**src/rtl/if_fetch_unit.sv**
```systemverilog
// Instruction-fetch stage: owns the PC, picks the next fetch address, and
// drives the IF/ID hazard control word, latched redirects and interrupt entry.
module if_fetch_unit #(
  parameter logic [31:0] RESET_PC   = 32'h8000_0000,
  parameter logic [31:0] IRQ_VECTOR = 32'h8000_0004,
  parameter logic [31:0] EXC_VECTOR = 32'h8000_0008
) (
  input  logic        clk,
  input  logic        rst,
  input  logic        Stall,
  input  logic        BranchTaken,
  input  logic [31:0] BranchTarget,
  input  logic        JumpEn,
  input  logic [31:0] JumpTarget,
  input  logic        JrEn,
  input  logic [31:0] JrTarget,
  input  logic        ExcReq,
  input  logic        Irq,
  output logic [31:0] ImemAddr,
  input  logic [31:0] ImemData,
  output logic [31:0] PC,
  output logic [31:0] PC4,
  output logic [31:0] Inst,
  output logic [1:0]  HzCtrl,
  output logic [31:0] EPC_Out,
  output logic        EPC_We
);

  localparam logic [1:0] HZ_NORMAL = 2'b00;
  localparam logic [1:0] HZ_FLUSH  = 2'b01;
  localparam logic [1:0] HZ_STALL  = 2'b10;

  logic [31:0] pc_q, pc_d;
  logic        redir_pend_q, redir_pend_d;
  logic [31:0] redir_pc_q, redir_pc_d;
  logic        irq_pend_q, irq_pend_d;

  logic        redir;
  logic [31:0] redir_tgt;
  logic [31:0] pc_plus4;
  logic        irq_take;

  assign redir    = BranchTaken | JrEn | JumpEn;
  assign pc_plus4 = pc_q + 32'd4;

  // Branch resolves in EX, so it belongs to an older instruction than jr/j in ID.
  always_comb begin
    redir_tgt = JumpTarget;
    if (BranchTaken)
      redir_tgt = BranchTarget;
    else if (JrEn)
      redir_tgt = JrTarget;
  end

  always_comb begin
    pc_d         = pc_plus4;
    redir_pend_d = redir_pend_q;
    redir_pc_d   = redir_pc_q;
    HzCtrl       = HZ_NORMAL;
    EPC_Out      = 32'd0;
    EPC_We       = 1'b0;
    irq_take     = 1'b0;

    if (ExcReq) begin
      pc_d         = EXC_VECTOR;
      redir_pend_d = 1'b0;
      HzCtrl       = HZ_FLUSH;
    end else if (Stall) begin
      pc_d   = pc_q;
      HzCtrl = HZ_STALL;
      if (redir) begin
        redir_pend_d = 1'b1;
        redir_pc_d   = redir_tgt;
      end
    end else if (redir_pend_q) begin
      pc_d         = redir ? redir_tgt : redir_pc_q;
      redir_pend_d = 1'b0;
      HzCtrl       = HZ_FLUSH;
    end else if (redir) begin
      pc_d   = redir_tgt;
      HzCtrl = HZ_FLUSH;
    end else if (irq_pend_q && !pc_q[31]) begin
      irq_take = 1'b1;
      pc_d     = IRQ_VECTOR;
      EPC_Out  = pc_q;
      EPC_We   = 1'b1;
      HzCtrl   = HZ_FLUSH;
    end
  end

  // New requests are only sampled in user space; a pending one survives kernel mode.
  assign irq_pend_d = (irq_pend_q | (Irq & ~pc_q[31])) & ~irq_take;

  always_ff @(posedge clk) begin
    if (rst) begin
      pc_q         <= RESET_PC;
      redir_pend_q <= 1'b0;
      redir_pc_q   <= 32'd0;
      irq_pend_q   <= 1'b0;
    end else begin
      pc_q         <= pc_d;
      redir_pend_q <= redir_pend_d;
      redir_pc_q   <= redir_pc_d;
      irq_pend_q   <= irq_pend_d;
    end
  end

  assign PC       = pc_q;
  assign ImemAddr = pc_q;
  assign PC4      = pc_plus4;
  assign Inst     = ImemData;

endmodule

```
**config.mk**
```make
export PLATFORM = sky130hd
export DESIGN_NAME = if_fetch_unit
export DESIGN_NICKNAME = d
export VERILOG_FILES = /design/src/rtl/if_fetch_unit.sv
export SDC_FILE = /design/constraint.sdc
export NUM_CORES = 1
export LEC_CHECK = 0
export ABC_AREA = 1
export CAP_MARGIN = 20
export CORE_ASPECT_RATIO = 0.8
export CORE_MARGIN = 8
export CORE_UTILIZATION = 39
export CTS_CLUSTER_SIZE = 20
export DETAILED_ROUTE_END_ITERATION = 16
export PLACE_DENSITY_LB_ADDON = 0.25
export SETUP_SLACK_MARGIN = 0.4
export SYNTH_ARGS = -nofsm -noshare
export SYNTH_HDL_FRONTEND = slang
export SYNTH_SLANG_ARGS = --single-unit
```
**constraint.sdc**
```tcl
create_clock -name clk -period 2.2 [get_ports clk]
set_clock_uncertainty 0.05 [all_clocks]
set_input_delay 0.44 -clock clk [delete_from_list [all_inputs] [get_ports clk]]
set_output_delay 0.44 -clock clk [all_outputs]
set_load 0.05 [all_outputs]
```
==> impl_metrics.tcl <==
set metrics [dict create \
    p_clk_share_pct 35.6 \
    synth_edf_count 0 \
    hold_class "reg2reg" \
    fin_ws_ps -153 \
    root_buffer "clkbuf_16" \
    cts_sinks 66 \
    worstPathMaxFanout 4 \
    p_switching_mw 1.49 \
    end_kind "output port" \
    ant_nets 0 \
    via_per_inst 5.49 \
    grt.total_usage_pct 27.0 \
    combPwrFrac_pct 33.2 \
    design.core.area_mm2 0.0129 \
    syn_nets 968 \
    ys_ff_latch 66 \
    power.share.switching_pct 34.6 \
    gp_congestion 0.895 \
    dieArea_mm2 0.0172 \
    fin_total_pwr_mw 4.29 \
    max_freq_mhz 425 \
    grt-ovfl-total 0 \
    grt_max_degree 62 \
    clock_latency_ps 350 \
    place_inst 1181 \
    layout-drive-gt1-share_pct 42.8 \
    status "finished with violations" \
    synth_seq_area_share_pct 25.5 \
    arrival_ps 1860 \
    postSynthCellCount 831 \
    cts_tree "yes" \
    n_antenna_cell 0 \
    area_delta_synth_final_pct 101 \
    max-slew-margin-rel_pct 58.2 \
    ys.warnings.count 0 \
    clockBufferDepth 2 \
    period_share_pct 107 \
    synth_ff_type "dfxtp_1" \
    grt_antenna_before_repair 0 \
    leakagePower_nw 4.32 \
    worst_pin_slew_ps 624 \
    drtIter0Drc 656 \
    die_w_um 145 \
    numCtsBuffers 9 \
    mostFrequentLayoutCells "nand2_1, buf_4, clkdlybuf4s50_1, buf_12, o21ai_0" \
    hold_violations 0 \
    setup_viol 53 \
    place_hpwl_mm 16.8 \
    syn-cell-area_mm2 0.00518 \
    final.min_clock_period_ps 2350 \
    syn-mean-instance-area_um2 6.23 \
    startpoint_type "register" \
    initial_core_util_pct 40.1 \
    io_pins 299 \
    drt-wirelength-per-cell_um 20.7 \
    cap_violations 0 \
    drc_errors 0 \
    p_per_area_mw_per_mm2 411 \
    wl_mm 26.4 \
    path_clk_slew_ps 60 \
    rsz0062_at_grt "true" \
    num_vias 7016 \
    die_y_um 119 \
    grt_pass1_vias 6781 \
    slew_violations 0 \
    seqPwrFrac_pct 31.2 \
    hold_buffers 0 \
    final_common_cell "nand2_1" \
    stdcell_count 1278 \
    grt_first_pass_wirelength_mm 36.7 \
    peakVddDrop_uv 402 \
    synth_cell_type_count 37 \
    crit_type "reg2out" \
    port-buffer-count 233 \
    htreeDepth 3 \
    nNetsFinal 1235 \
    rows 37 \
    async_flop_share_pct 0 \
    tns_ps -3150 \
    required_ps 1710 \
    drt_pass1_iterations 5 \
    violations "negative setup slack" \
    internal_power_mw 2.80 \
]
[registers in the layout (all words and copies together) (netlist names)]
name and cells:
redir_pc_q 32, irq_pend_q 1, ImemAddr 32, redir_pend_q 1
[Yosys cell counts (3+ instances only)]
master      n  area (µm²)
a21oi_1    60         300
a31oi_1    22         138
a41oi_1     3        26.3
buf_1       5        18.8
buf_2      10        50.1
buf_4      72         541
buf_6       4        45.0
clkbuf_1   18        67.6
dfxtp_1    66        1320
inv_1      54         203
inv_2      10        37.5
nand2_1   221         830
nand2_2     5        31.3
nand3_1    48         240
nand4_1     3        18.8
nor2_1     97         364
nor2_2      5        31.3
nor2_4      7        78.8
nor3_1      6        30.0
nor3_4      3        48.8
o211ai_1   13        97.6
o21ai_0    63         315
xor2_1     15         131
xor2_2      3        48.8
[through the flow]
step	util (%)	setup WS [ps]	cell area [µm²]	hold slack [ps]
5_1_grt	80.7	-210	10400	439
4_1_cts	78.1	-91.2	10100	417
3_5_place_dp	69.1	-358	8930	409
2_1_floorplan	-	-387	6080	394
6_report	80.7	-153	10400	415
3_3_place_gp	69.1	-323	8930	403
[worst max-delay path: stages, from the launching register on]
cell,delay (ps)
dfxtp_4,390
clkinvlp_4,130
nor2_4,180
nand2_4,80
nor2_4,210
buf_12,150
xor2_4,200
buf_12,170
[logic make-up (layout without fill, tap and decap cells)]
group                      after synthesis  in the layout  synth area share (%)
other                                    1              1                0.0724
DFF                                     66             66                  25.5
adders and majority gates                1              1                 0.242
xor gates and xnor gates                19             19                  3.65
AOI/OAI and AO/OA                      168            168                  18.0
buffers and inverters                  174            446                  18.7
and+or+nand+nor                        402            402                  33.8
[path summary, 6_finish.rpt]
kind | start | to | slack (ps) | depth (start not counted)
worst max-delay path | ImemAddr[2] | PC4[11] | -150 | 7
worst min-delay path | redir_pc_q[27] | redir_pc_q[27] | 410 | 2
worst max register to register | ImemAddr[12] | ImemAddr[31] | 280 | 13
worst min register to register | redir_pc_q[27] | redir_pc_q[27] | 410 | 2
[final cells by class]
class | count | area, µm²
fill | 782 | 2490
multi-input combinational | 591 | 4050
tap | 175 | 219
timing repair buffer | 365 | 4140
inverter | 65 | 288
sequential | 66 | 1420
clock buffer | 16 | 313
[power groups by stage]
stage / clock network (mW) / logic (mW) / registers, mW
global placement: 0 / 1.27 / 1.36
global route: 1.58 / 1.50 / 1.34
finish: 1.53 / 1.42 / 1.34
detailed placement: 0 / 1.28 / 1.37
floorplan: 0 / 0.809 / 1.44
CTS: 1.51 / 1.35 / 1.33
[layer usage]
layer  vias to the layer above  part of all wire, %  global-route usage (%)
li1                       3162                    -                       -
met1                      3219                   36                    31.8
met2                       506                   48                    45.5
met3                       129                   11                    7.94
met4                         0                  5.4                    9.80
met5                         -                    0                       0
[what timing repair did]
item                       4_1_cts  5_1_grt
setup endpoints to repair      191       91
cloned                           4        0
gates resized for setup        242       87
setup buffers                   54       23
pin swaps                       42       30
Power figures use the tool's default switching activity.
